--- src/rtl/hex_led_pkg.sv ---
// Shared register map, CTRL layout and seven-segment decode for the HPS display peripheral.
// Bit order of every segment pattern is g..a (bit 0 = a); segments are active-low.
package hex_led_pkg;

    localparam logic [1:0] ADDR_CTRL  = 2'd0;
    localparam logic [1:0] ADDR_VALUE = 2'd1;
    localparam logic [1:0] ADDR_LEDS  = 2'd2;
    localparam logic [1:0] ADDR_DIV   = 2'd3;

    localparam int CTRL_ENABLE      = 0;
    localparam int CTRL_COUNT_EN    = 1;
    localparam int CTRL_COUNT_DOWN  = 2;
    localparam int CTRL_BLINK_EN    = 3;
    localparam int CTRL_LZ_SUPPRESS = 4;
    localparam int CTRL_WIDTH       = 5;

    // Field order mirrors the CTRL bit positions so a 5-bit slice casts directly.
    typedef struct packed {
        logic lz_suppress;
        logic blink_en;
        logic count_down;
        logic count_en;
        logic enable;
    } ctrl_t;

    function automatic logic [6:0] seg7_lut(input logic [3:0] nib);
        logic [6:0] seg;
        case (nib)
            4'h0:    seg = 7'b1000000;
            4'h1:    seg = 7'b1111001;
            4'h2:    seg = 7'b0100100;
            4'h3:    seg = 7'b0110000;
            4'h4:    seg = 7'b0011001;
            4'h5:    seg = 7'b0010010;
            4'h6:    seg = 7'b0000010;
            4'h7:    seg = 7'b1111000;
            4'h8:    seg = 7'b0000000;
            4'h9:    seg = 7'b0010000;
            4'hA:    seg = 7'b0001000;
            4'hB:    seg = 7'b0000011;
            4'hC:    seg = 7'b1000110;
            4'hD:    seg = 7'b0100001;
            4'hE:    seg = 7'b0000110;
            default: seg = 7'b0001110;
        endcase
        return seg;
    endfunction

endpackage

--- src/rtl/hex_led_prescaler.sv ---
// Programmable tick generator: counts 0..div while enabled and pulses tick_o on the
// terminal count. Owns the divider register so a divider write can restart the count.
module hex_led_prescaler #(
    parameter logic [31:0] DIV_RESET = 32'd49_999_999
) (
    input  logic        clk,
    input  logic        reset_n,
    input  logic        enable_i,
    input  logic        div_we_i,
    input  logic [31:0] div_wdata_i,
    output logic [31:0] div_o,
    output logic        tick_o
);

    logic [31:0] div_q, div_d;
    logic [31:0] cnt_q, cnt_d;

    assign tick_o = enable_i && (cnt_q == div_q);
    assign div_o  = div_q;

    // A divider write restarts the period so the first tick after it is a full one.
    always_comb begin
        div_d = div_q;
        cnt_d = cnt_q;
        if (div_we_i) begin
            div_d = div_wdata_i;
            cnt_d = '0;
        end else if (!enable_i || tick_o) begin
            cnt_d = '0;
        end else begin
            cnt_d = cnt_q + 32'd1;
        end
    end

    always_ff @(posedge clk or negedge reset_n) begin
        if (!reset_n) begin
            div_q <= DIV_RESET;
            cnt_q <= '0;
        end else begin
            div_q <= div_d;
            cnt_q <= cnt_d;
        end
    end

endmodule

--- src/rtl/hex_led_periph.sv ---
// Avalon-MM display peripheral: NUM_DIGITS hex digits plus an LED bank, with auto-count,
// blink and leading-zero suppression. Outputs are registered one stage after register state.
module hex_led_periph
    import hex_led_pkg::*;
#(
    parameter int          NUM_DIGITS = 6,
    parameter int          NUM_LEDS   = 8,
    parameter logic [31:0] DIV_RESET  = 32'(50_000_000 - 1)
) (
    input  logic                    clk,
    input  logic                    reset_n,
    input  logic [1:0]              avs_address,
    input  logic                    avs_read,
    output logic [31:0]             avs_readdata,
    input  logic                    avs_write,
    input  logic [31:0]             avs_writedata,
    output logic [7*NUM_DIGITS-1:0] hex_n,
    output logic [NUM_LEDS-1:0]     leds
);

    localparam int             VW  = 4 * NUM_DIGITS;
    localparam logic [VW-1:0]  ONE = {{(VW-1){1'b0}}, 1'b1};

    ctrl_t                   ctrl_q, ctrl_d;
    logic [VW-1:0]           value_q, value_d;
    logic [NUM_LEDS-1:0]     leds_q, leds_d;
    logic                    phase_q, phase_d;
    logic [31:0]             rdata_q, rdata_d;
    logic [7*NUM_DIGITS-1:0] hex_q, hex_d;
    logic [NUM_LEDS-1:0]     ledo_q, ledo_d;

    logic        wr_ctrl, wr_value, wr_leds, wr_div;
    logic        tick;
    logic [31:0] div_val;
    logic [31:0] rd_mux;
    logic [3:0]  nib;
    logic        nz_above;

    assign wr_ctrl  = avs_write && (avs_address == ADDR_CTRL);
    assign wr_value = avs_write && (avs_address == ADDR_VALUE);
    assign wr_leds  = avs_write && (avs_address == ADDR_LEDS);
    assign wr_div   = avs_write && (avs_address == ADDR_DIV);

    hex_led_prescaler #(
        .DIV_RESET (DIV_RESET)
    ) u_prescaler (
        .clk         (clk),
        .reset_n     (reset_n),
        .enable_i    (ctrl_q.enable),
        .div_we_i    (wr_div),
        .div_wdata_i (avs_writedata),
        .div_o       (div_val),
        .tick_o      (tick)
    );

    // Register updates; a bus write to VALUE overrides a coincident count step.
    always_comb begin
        ctrl_d  = ctrl_q;
        value_d = value_q;
        leds_d  = leds_q;
        phase_d = phase_q;
        if (tick && ctrl_q.blink_en) begin
            phase_d = ~phase_q;
        end
        if (wr_ctrl) begin
            ctrl_d = ctrl_t'(avs_writedata[CTRL_WIDTH-1:0]);
            if (!avs_writedata[CTRL_BLINK_EN]) begin
                phase_d = 1'b0;
            end
        end
        if (wr_value) begin
            value_d = avs_writedata[VW-1:0];
        end else if (tick && ctrl_q.count_en) begin
            value_d = ctrl_q.count_down ? (value_q - ONE) : (value_q + ONE);
        end
        if (wr_leds) begin
            leds_d = avs_writedata[NUM_LEDS-1:0];
        end
    end

    always_comb begin
        rd_mux = '0;
        case (avs_address)
            ADDR_CTRL: begin
                rd_mux[CTRL_ENABLE]      = ctrl_q.enable;
                rd_mux[CTRL_COUNT_EN]    = ctrl_q.count_en;
                rd_mux[CTRL_COUNT_DOWN]  = ctrl_q.count_down;
                rd_mux[CTRL_BLINK_EN]    = ctrl_q.blink_en;
                rd_mux[CTRL_LZ_SUPPRESS] = ctrl_q.lz_suppress;
            end
            ADDR_VALUE: rd_mux[VW-1:0]       = value_q;
            ADDR_LEDS:  rd_mux[NUM_LEDS-1:0] = leds_q;
            default:    rd_mux               = div_val;
        endcase
        rdata_d = avs_read ? rd_mux : rdata_q;
    end

    // Walk digits from the most significant down, tracking whether anything nonzero has been seen.
    always_comb begin
        hex_d    = '1;
        nib      = 4'h0;
        nz_above = 1'b0;
        for (int k = NUM_DIGITS - 1; k >= 0; k--) begin
            nib      = value_q[4*k +: 4];
            nz_above = nz_above | (nib != 4'h0);
            if (ctrl_q.lz_suppress && !nz_above && (k != 0)) begin
                hex_d[7*k +: 7] = 7'h7F;
            end else begin
                hex_d[7*k +: 7] = seg7_lut(nib);
            end
        end
        if (!ctrl_q.enable || (ctrl_q.blink_en && phase_q)) begin
            hex_d = '1;
        end
        ledo_d = ctrl_q.enable ? leds_q : '0;
    end

    always_ff @(posedge clk or negedge reset_n) begin
        if (!reset_n) begin
            ctrl_q  <= '0;
            value_q <= '0;
            leds_q  <= '0;
            phase_q <= 1'b0;
            rdata_q <= '0;
            hex_q   <= '1;
            ledo_q  <= '0;
        end else begin
            ctrl_q  <= ctrl_d;
            value_q <= value_d;
            leds_q  <= leds_d;
            phase_q <= phase_d;
            rdata_q <= rdata_d;
            hex_q   <= hex_d;
            ledo_q  <= ledo_d;
        end
    end

    assign avs_readdata = rdata_q;
    assign hex_n        = hex_q;
    assign leds         = ledo_q;

endmodule

--- config.mk ---
export PLATFORM = sky130hd
export DESIGN_NAME = hex_led_periph
export DESIGN_NICKNAME = d
export VERILOG_FILES = /design/src/rtl/hex_led_pkg.sv /design/src/rtl/hex_led_prescaler.sv /design/src/rtl/hex_led_periph.sv
export SDC_FILE = /design/constraint.sdc
export NUM_CORES = 1
export LEC_CHECK = 0
export BUFFER_PORTS_ARGS = -buffer_cell sky130_fd_sc_hd__buf_4
export CORE_MARGIN = 1
export CORE_UTILIZATION = 40
export CTS_CLUSTER_DIAMETER = 100
export DETAILED_ROUTE_END_ITERATION = 16
export GPL_TIMING_DRIVEN = 0
export PLACE_DENSITY_LB_ADDON = 0.08
export RECOVER_POWER = 100
export SLEW_MARGIN = 40
export SYNTH_ARGS = -nofsm -noshare
export SYNTH_HDL_FRONTEND = slang
export SYNTH_HIERARCHICAL = 1
export SYNTH_SLANG_ARGS = --single-unit
--- constraint.sdc ---
create_clock -name clk -period 7.15 [get_ports clk]
set_input_delay 1.0725 -clock clk [delete_from_list [all_inputs] [get_ports clk]]
set_output_delay 1.0725 -clock clk [all_outputs]
set_load 0.005 [all_outputs]
## Word level (Yosys, flattened, before mapping)

Memory sizes are Yosys's and may differ from the RTL's.
Index checks and enable logic that the tools add are counted.

| operators by class | value |
|---|---|
| equal/unequal tests | 4 |
| bitwise logic cells | 5 |
| reductions and logical operators | 30 |
| mux-type cells | 19 |
| $add $sub $neg | 3 |

Operator list:

| kind | number |
|---|---|
| two-way mux 24 bit | 3 |
| two-way mux 32 bit | 2 |
| two-way mux 42 bit | 1 |
| two-way mux 7 bit | 5 |
| adder 32 x 1 -> 32 bit (second input constant) | 1 |
| equality test 32 bit | 1 |
| one-hot mux 16 bit (2 select lines) | 1 |
| adder 24 x 1 -> 24 bit (second input constant) | 1 |
| subtractor 24 x 1 -> 24 bit (second input constant) | 1 |
| nonzero test 4 bit | 5 |
| two-way mux 8 bit | 2 |
| one-hot mux 5 bit (3 select lines) | 1 |
| logical AND 1 bit | 13 |
| one-hot mux 3 bit (3 select lines) | 1 |
| logical NOT 1 bit | 6 |
| equality test 2 bit (second input constant) | 2 |
| bitwise OR 1 bit | 4 |
| two-way mux 1 bit | 3 |
| OR reduction 3 bit | 1 |
| equality test 2 x 1 -> 1 bit (second input constant) | 1 |
| logical NOT 2 bit | 1 |
| logical OR 1 bit | 2 |
| nonzero test 2 bit | 1 |
| OR reduction 2 bit | 1 |
| NOT 1 bit | 1 |

| word-level totals | value |
|---|---|
| bits in read-only memories | 672 |
| register bits after elaboration | 184 |
| logic and storage cells | 80 |
| memories | 6 |
| output and inout bits | 82 |
| input port bits | 38 |

Memory list:

| name | words | width | read ports | clocked after memory_dff | write ports | line | RTL |
|---|---|---|---|---|---|---|---|
| (no name shown) | 16 | 7 | 1 | 0 | 0 | hex_led_pkg.sv:28 | `case (nib)` |
| (no name shown) | 16 | 7 | 1 | 0 | 0 | hex_led_pkg.sv:28 |  |
| (no name shown) | 16 | 7 | 1 | 0 | 0 | hex_led_pkg.sv:28 |  |
| (no name shown) | 16 | 7 | 1 | 0 | 0 | hex_led_pkg.sv:28 |  |
| (no name shown) | 16 | 7 | 1 | 0 | 0 | hex_led_pkg.sv:28 |  |
| (no name shown) | 16 | 7 | 1 | 0 | 0 | hex_led_pkg.sv:28 |  |

## Logic depth before layout (Yosys ltp)

Gate-level depths: netlist of run 1.

| depth | value |
|---|---|
| depth after elaboration | 9 |
| gate-level depth with buffers | 11 |
| depth with buffers taken out | 9 |

## By module

The synthesis of run 1 kept the hierarchy.

By module, submodules not included:

| module | seq. area each (um^2) | area an instance (um^2) | cells each | instances |
|---|---|---|---|---|
| hex_led_periph | 3055.4 | 7388.3 | 779 | 1 |
| hex_led_prescaler | 1624.1 | 3136.8 | 276 | 1 |

## Worst setup path after synthesis of run 1

Ideal clock, no wire load.

| path | value |
|---|---|
| path kind | input to register |
| from | in avs_address[1] |
| to | reg u_prescaler.div_q[10] (netlist: u_prescaler/div_o[10]) |
| buffers on the path | 4 |
| path slack | 4249 ps |
| stages on the path | 6 |
| required time | 7025 ps |
| library setup time | 125 ps |
| arrival time | 2776 ps |
| cells stage by stage | buf_2 buf_1 and3_1 clkbuf_1 clkbuf_1 mux2_2 |

| between the ends | value |
|---|---|
| cells in the longest elaborated chain, start to end | 2 |

Ends and longest elaborated chain:

| element | line | RTL |
|---|---|---|
| from (decl) | hex_led_periph.sv:12 | `input logic [1:0] avs_address,` |
| equality test 2 bit | hex_led_periph.sv:42 | `assign wr_div = avs_write && (avs_address == ADDR_DIV);` |
| logical AND 1 bit | hex_led_periph.sv:42 |  |
| via wr_div | hex_led_periph.sv:32 | `logic wr_ctrl, wr_value, wr_leds, wr_div;` |
| to (signal assigned) | hex_led_prescaler.sv:40 | `div_q <= div_d;` |
| to (decl) | hex_led_prescaler.sv:15 | `logic [31:0] div_q, div_d;` |

The timed path passes the listed nets, and every way through them passes these cells.
A chain may end at the register's enable or synchronous reset.

## Worst setup path in the final report of run 1

| path | value |
|---|---|
| from | reg ctrl_q[2] (netlist name) |
| to | reg value_q[22] |

| between the ends | value |
|---|---|
| cells in the longest elaborated chain, start to end | 3 |

Ends and longest elaborated chain:

| element | line | RTL |
|---|---|---|
| from (decl) | hex_led_periph.sv:24 | `ctrl_t ctrl_q, ctrl_d;` |
| from (signal assigned) | hex_led_periph.sv:128 | `ctrl_q <= ctrl_d;` |
| two-way mux 24 bit | hex_led_periph.sv:74 | `value_d = ctrl_q.count_down ? (value_q - ONE) : (value_q + ONE);` |
| two-way mux 24 bit | hex_led_periph.sv:73 | `end else if (tick && ctrl_q.count_en) begin` |
| two-way mux 24 bit | hex_led_periph.sv:71 | `if (wr_value) begin` |
| to (signal assigned) | hex_led_periph.sv:129 | `value_q <= value_d;` |
| to (decl) | hex_led_periph.sv:25 | `logic [VW-1:0] value_q, value_d;` |

Every way passes these cells. The select of a mux whose other input is x is not followed.

==> results.json, run 1 <==
{
  "synth_edf_count": 0,
  "cp_data_required_time_ps": 7470,
  "fp.dieW_um": 164,
  "relSlewSlack_pct": -100,
  "finClkSkew_ps": 17.0,
  "cts_buffers": 17,
  "die_h_um": 164,
  "synthXorXnorAreaFrac_pct": 5.66,
  "r2r_setup_slack_ps": 3210,
  "max-cap-violations": 1,
  "ios": 120,
  "start_util_pct": 40.6,
  "synthArstFlopShare_pct": 100,
  "cp_max_fo": 26,
  "synthSimpleGateAreaFrac_pct": 15.7,
  "clock-sinks": 184,
  "violations": "capacitance limit, slew limit",
  "worstSetupPathType": "reg -> reg",
  "r2r_end": "value_q[22]",
  "yosysWarnings": 6,
  "core-area_um2": 25900,
  "h-tree-depth": 4,
  "avgViaCountPerCell": 5.47,
  "grt_pass1_wl_mm": 46.9,
  "setup_viol": 0,
  "slew_violations": 52,
  "grt_pass1_vias": 8193,
  "ff2ff_path_depth": 9,
  "dp_cells": 1510,
  "synth_flop_cell": "dfrtp_1",
  "grt_overflow": 0,
  "ant_nets": 0,
  "grt_util_all_layers_pct": 23.1,
  "insertion_delay_ps": 450,
  "wl_met2_mm": 13.8,
  "syn_inst": 1055,
  "wl_mm": 29.8,
  "grt_antenna_before_repair": 0,
  "dp_slack_ps": 3340,
  "syn-num-nets": 1150,
  "hp-class": "reg -> reg",
  "globalplace.congestion": 0.854,
  "synth-seq-cells": 184,
  "fp-row-count": 59,
  "die_area_um2": 27000,
  "status": "complete, but fails checks",
  "clock.fmax_ghz": 0.254,
  "via_count": 8436,
  "critPathCaptureType": "register",
  "final.setup.tns_ps": 0,
  "finalNonFillerCells": 1542,
  "period_share_pct": 55.1,
  "synth_top_family_by_area": "simple AND/OR/NAND/NOR gates",
  "worst_path_largest_cell_delay_ps": 1120,
  "peakVddDrop_mv": 0.126,
  "power.leakage_nw": 5.39,
  "fin_nets": 1289,
  "hold_buffers": 0,
  "layout_commonest_cell": "dfrtp_1",
  "numPortBuffers": 118,
  "wl_met3_mm": 1.12,
  "worstPathCellList": "inv_1 -> fa_1 -> and2b_1 -> o2111ai_1 -> a21oi_1 -> o221ai_1 -> o21ai_0 -> mux2i_1 -> nand3_1",
  "yosysTopAreaCell": "dfrtp_1",
  "rsz0062_at_grt": "no",
  "dr.max_layer_used": "met4",
  "clkTransAtPathRegs_ps": 80,
  "area_delta_synth_final_pct": 17.8,
  "dpl.hpwl_mm": 22.2,
  "period_minus_slack_ps": 3940,
  "antennaDiodeCount": 0,
  "crit_path_top_delay_cell": "dfrtp_1",
  "startpoint": "ctrl_q[2]",
  "drc": 0,
  "yosys.area.top_type_share_pct": 29.5,
  "grt_start_max_net_pins": 73,
  "synth.avg_cell_area_um2": 9.98,
  "r2r-start": "ctrl_q[2]",
  "power_density_nw_per_um2": 278,
  "muxShareOfSynthArea_pct": 9.09,
  "synth_compound_area_share_pct": 14.3,
  "fin_ws_ps": 3210,
  "final_cell_mix": "dfrtp_1 (124), nand2_1 (84), nor2_1 (79), clkbuf_1 (68), clkbuf_4 (68)",
  "cts_setup_buffers": 0,
  "hold_viol_final": 0,
  "syn_area_um2": 10500,
  "start_kind": "register",
  "drive_above_1_share_pct": 22.6,
  "synth_top_cells_by_area": "dfrtp_1 (29%), dfstp_2 (15%), ha_1 (6.7%)",
  "wl_per_cell_um": 19.3,
  "drt_iter0_drc": 578,
  "yosysUniqueCellTypes": 71,
  "cp-endpoint": "value_q[22]",
  "cts.repair.resized": 0,
  "clockBufferDepth": 2,
  "first_pass_iters": 5,
  "synthAdderAreaFrac_pct": 6.85,
  "worstMarginPinSlew_ps": 3000,
  "cts_root_buf": "clkbuf_16",
  "cp.arrival_ps": 4260,
  "ys_seq_area_share_pct": 44.5,
  "wl_met1_mm": 14.4,
  "cts_tree": "yes",
  "hold_start": "avs_readdata[0]"
}
==> worst max-delay path, delay by kind of cell (launching register included) <==
family	cells	cell delay, ps
muxes	1	250
adders and majority gates	1	520
and+or+nand+nor	2	350
buffers and inverters	1	350
DFF	1	1120
AOI/OAI and AO/OA	4	1230
==> state kept, by name, indices dropped and copies added (netlist names) <==
register,flops
phase_q,1
u_prescaler/cnt_q,32
leds,8
ctrl_q,5
value_q,24
avs_readdata,32
hex_n,42
leds_q,8
u_prescaler/div_o,32
==> through the flow <==
step / hold slack, ps / instance area, um^2 / total power [mW] / util [%]
3_3_place_gp: 500 / 11800 / 2.50 / 45.7
6_report: 514 / 12400 / 3.45 / 47.9
5_1_grt: 540 / 12400 / 3.65 / 47.9
4_1_cts: 521 / 12500 / 3.50 / 48.2
3_5_place_dp: 499 / 11900 / 2.51 / 45.9
2_1_floorplan: 459 / 10500 / 2.07 / -
==> layer usage <==
metal / global-route usage [%] / up-vias
met1: 33.0 / 4166
li1: - / 4044
met5: 0 / -
met3: 3.26 / 35
met4: 6.82 / 0
met2: 36.0 / 191
==> worst min path at each step <==
| stage | cells past startpoint | to |
|---|---|---|
| global placement | 1 | avs_readdata[0] |
| finish | 1 | avs_readdata[0] |
| CTS | 1 | avs_readdata[2] |
| global route | 1 | avs_readdata[2] |
| detailed placement | 1 | avs_readdata[1] |
| floorplan | 2 | leds_q[3] |
==> logic make-up after synthesis <==
kind of cell             Yosys count
AND/OR/NAND/NOR                  324
AO/OA/AOI/OAI                    230
flip-flops                       184
buffers and inverters            109
multiplexers                      83
XOR/XNOR                          68
adder cells (fa/ha/maj)           57
==> cell usage after synthesis, drive strengths merged (3+ instances only) <==
cell    number
nor2b        7
a21boi       3
mux4         5
ha          56
clkbuf      45
nand2b      12
dfrtp      124
nor3        21
a22oi        4
or3         14
mux2i       27
o21a         4
or2          6
a211oi       5
buf         10
o221ai       3
a31oi       13
nor4        14
nor2        79
nand2       84
nand3       33
o311ai      13
o211ai      23
xor2        53
inv         54
nand3b       7
nand4       17
o22ai       25
a21o        13
xnor2       15
mux2        51
and3        10
and2        13
a21oi       58
o21ai       50
dfstp       60
==> report_power, final <==
group	total (mW)	switching, mW	internal, mW	leakage, nW
Sequential	1.43	0.157	1.27	2.21
Clock	0.987	0.485	0.502	0.285
Combinational	1.03	0.563	0.470	2.89
Total	3.45	1.20	2.24	5.39
==> layout make-up <==
class,instances,area (um^2)
fillers,2480,13500
multi-input cells,762,5410
flip-flops and latches,184,4680
plain buffers,55,210
clock buffers,17,425
well taps,335,419
clock inverters,15,175
inverters,54,203
repair buffers,120,877
(Power assumes the default switching activity.)
==> inputs of run 2 (changes only) <==
Clock period 7.15 ns to 3.8 ns, I/O delays scaled along.
==> run 2 against run 1 <==
Against the previous run:
- the flow still finishes with violations (capacitance limit, slew limit)
- power is 88% higher
- critical path type is now in -> reg
- sequential share of layout area hardly changed
- non-clock buffer count stayed put
- clock power is 87% higher
- combinational power is 88% higher
- cell count stayed put
- first-iteration DRC count is 5.9% higher
- die area stayed put
- worst hold slack worse by 160 ps
- sequential power is 88% higher
- largest power group unchanged
- highest routed layer unchanged
==> results.json, run 2 (synthesized netlist as in run 1, its figures left out) <==
{
  "status": "complete, but fails checks",
  "violations": "capacitance limit, slew limit",
  "cp_common_cell": "clkbuf_1",
  "core-area_um2": 25900,
  "dpl.hpwl_mm": 22.2,
  "ant_nets": 0,
  "rsz0062_at_grt": "no",
  "crit_family": "buffers and inverters",
  "first_pass_iters": 5,
  "avgViaCountPerCell": 5.44,
  "critPathCaptureType": "register",
  "final.setup.tns_ps": 0,
  "largest_reg_flops": 42,
  "max-cap-violations": 1,
  "start_kind": "primary input",
  "insertion_delay_ps": 450,
  "cts_setup_buffers": 0,
  "worst_path_largest_cell_delay_ps": 670,
  "cts_buffers": 17,
  "cts_root_buf": "clkbuf_16",
  "clockBufferDepth": 2,
  "grt_pass1_wl_mm": 46.9,
  "area_delta_synth_final_pct": 17.9,
  "worstPathCellList": "clkbuf_1 -> clkbuf_1 -> clkbuf_1 -> and3_1 -> clkbuf_1 -> nor2_1 -> o21ai_0 -> clkbuf_1 -> nor2_1",
  "wl_per_cell_um": 19.3,
  "finClkSkew_ps": 15.9,
  "fp-row-count": 59,
  "start_util_pct": 40.6,
  "layout_commonest_cell": "dfrtp_1",
  "crit_path_top_delay_cell": "clkbuf_1",
  "drc": 0,
  "grt_util_all_layers_pct": 23.1,
  "drt_iter0_drc": 612,
  "drive_above_1_share_pct": 22.8,
  "clock-sinks": 184,
  "worstMarginPinSlew_ps": 3000,
  "cts_tree": "yes",
  "grt_overflow": 0,
  "fp.dieW_um": 164,
  "cp.arrival_ps": 3640,
  "worst_hold_slack_ps": 356,
  "period_share_pct": 87.8,
  "globalplace.congestion": 0.854,
  "grt_start_max_net_pins": 73,
  "cts.repair.resized": 0,
  "antennaDiodeCount": 0,
  "final_design_area_no_fill_um2": 12400,
  "fin_nets": 1289,
  "worstSetupPathType": "in -> reg",
  "hold_buffers": 0,
  "placed_cell_area_um2": 11900,
  "period_minus_slack_ps": 3340,
  "dp_cells": 1510,
  "finalNonFillerCells": 1542,
  "nFillCells": 2482,
  "setup_viol": 0,
  "path_buf_inv": 5,
  "via_count": 8382,
  "cp_data_required_time_ps": 4100,
  "h-tree-depth": 4,
  "ios": 120,
  "grt_antenna_before_repair": 0,
  "power.leakage_nw": 5.39,
  "peakVddDrop_mv": 0.237,
  "multi_input_area_um2": 5420,
  "power_density_nw_per_um2": 522,
  "final_cell_mix": "dfrtp_1 (123), nand2_1 (84), nor2_1 (79), clkbuf_1 (68), clkbuf_4 (68)",
  "relSlewSlack_pct": -99.9,
  "wl_mm": 29.7,
  "die_h_um": 164,
  "clock.fmax_ghz": 0.300,
  "hp-class": "in -> reg",
  "clkTransAtPathRegs_ps": 80,
  "die_area_um2": 27000,
  "slew_violations": 52,
  "hold_viol_final": 0,
  "numPortBuffers": 118,
  "cp_max_fo": 10,
  "grt_pass1_vias": 8190,
  "regArea_um2": 4680
}
==> run 2: cell counts in the layout (fill, tap and decap cells not counted) <==
Identical to the previous run, type by type.
==> run 2: cell type report <==
cell class	count	share of cell area, %
well taps	335	3.38
flip-flops and latches	184	37.7
inverters	54	1.63
clock buffers	17	3.43
multi-input cells	762	43.7
plain buffers	55	1.69
repair buffers	120	7.07
clock inverters	15	1.41
==> run 2: path summary, 6_finish.rpt <==
path                                         from               endpoint  slack (ps)  cells after the start
worst max-delay path               avs_address[1]  u_prescaler/cnt_q[15]         460                      9
worst min-delay path            avs_writedata[29]  u_prescaler/div_o[29]         360                      2
worst max register to register          ctrl_q[2]            value_q[16]         470                      9
worst min register to register    avs_readdata[0]        avs_readdata[0]         510                      1
max in group asynchronous                 reset_n            value_q[11]        1010                      1
min in group asynchronous                 reset_n            value_q[15]        1110                      1
==> run 2: per-stage QoR <==
| stage | setup slack (ps) | total power, mW | util [%] |
|---|---|---|---|
| after global placement | 216 | 4.70 | 45.7 |
| after CTS | 529 | 6.59 | 48.2 |
| after detailed placement | 494 | 4.72 | 45.9 |
| after global routing | 188 | 6.87 | 47.9 |
| after floorplan | 1050 | 3.90 | - |
| final | 464 | 6.48 | 47.9 |
==> run 2: worst register-to-register path: stages (launching register included) <==
cell and delay, ps:
dfrtp_2 770, inv_1 270, fa_1 480, and2b_1 250, o2111ai_1 180, a21oi_2 280, o221ai_1 330, a21boi_0 340
mux2i_1 250, nand2_1 70
==> run 2: routing by layer <==
| metal | global-route usage [%] | wire length, um |
|---|---|---|
| met5 | 0 | 0 |
| met1 | 33.0 | 14300 |
| met3 | 3.26 | 1120 |
| met4 | 6.86 | 605 |
| met2 | 36.0 | 13700 |
==> run 2: power by group <==
| part | switching [mW] | internal [mW] | total (mW) |
|---|---|---|---|
| registers | 0.293 | 2.39 | 2.69 |
| clock network | 0.910 | 0.945 | 1.85 |
| logic | 1.06 | 0.884 | 1.94 |
| total | 2.26 | 4.22 | 6.48 |
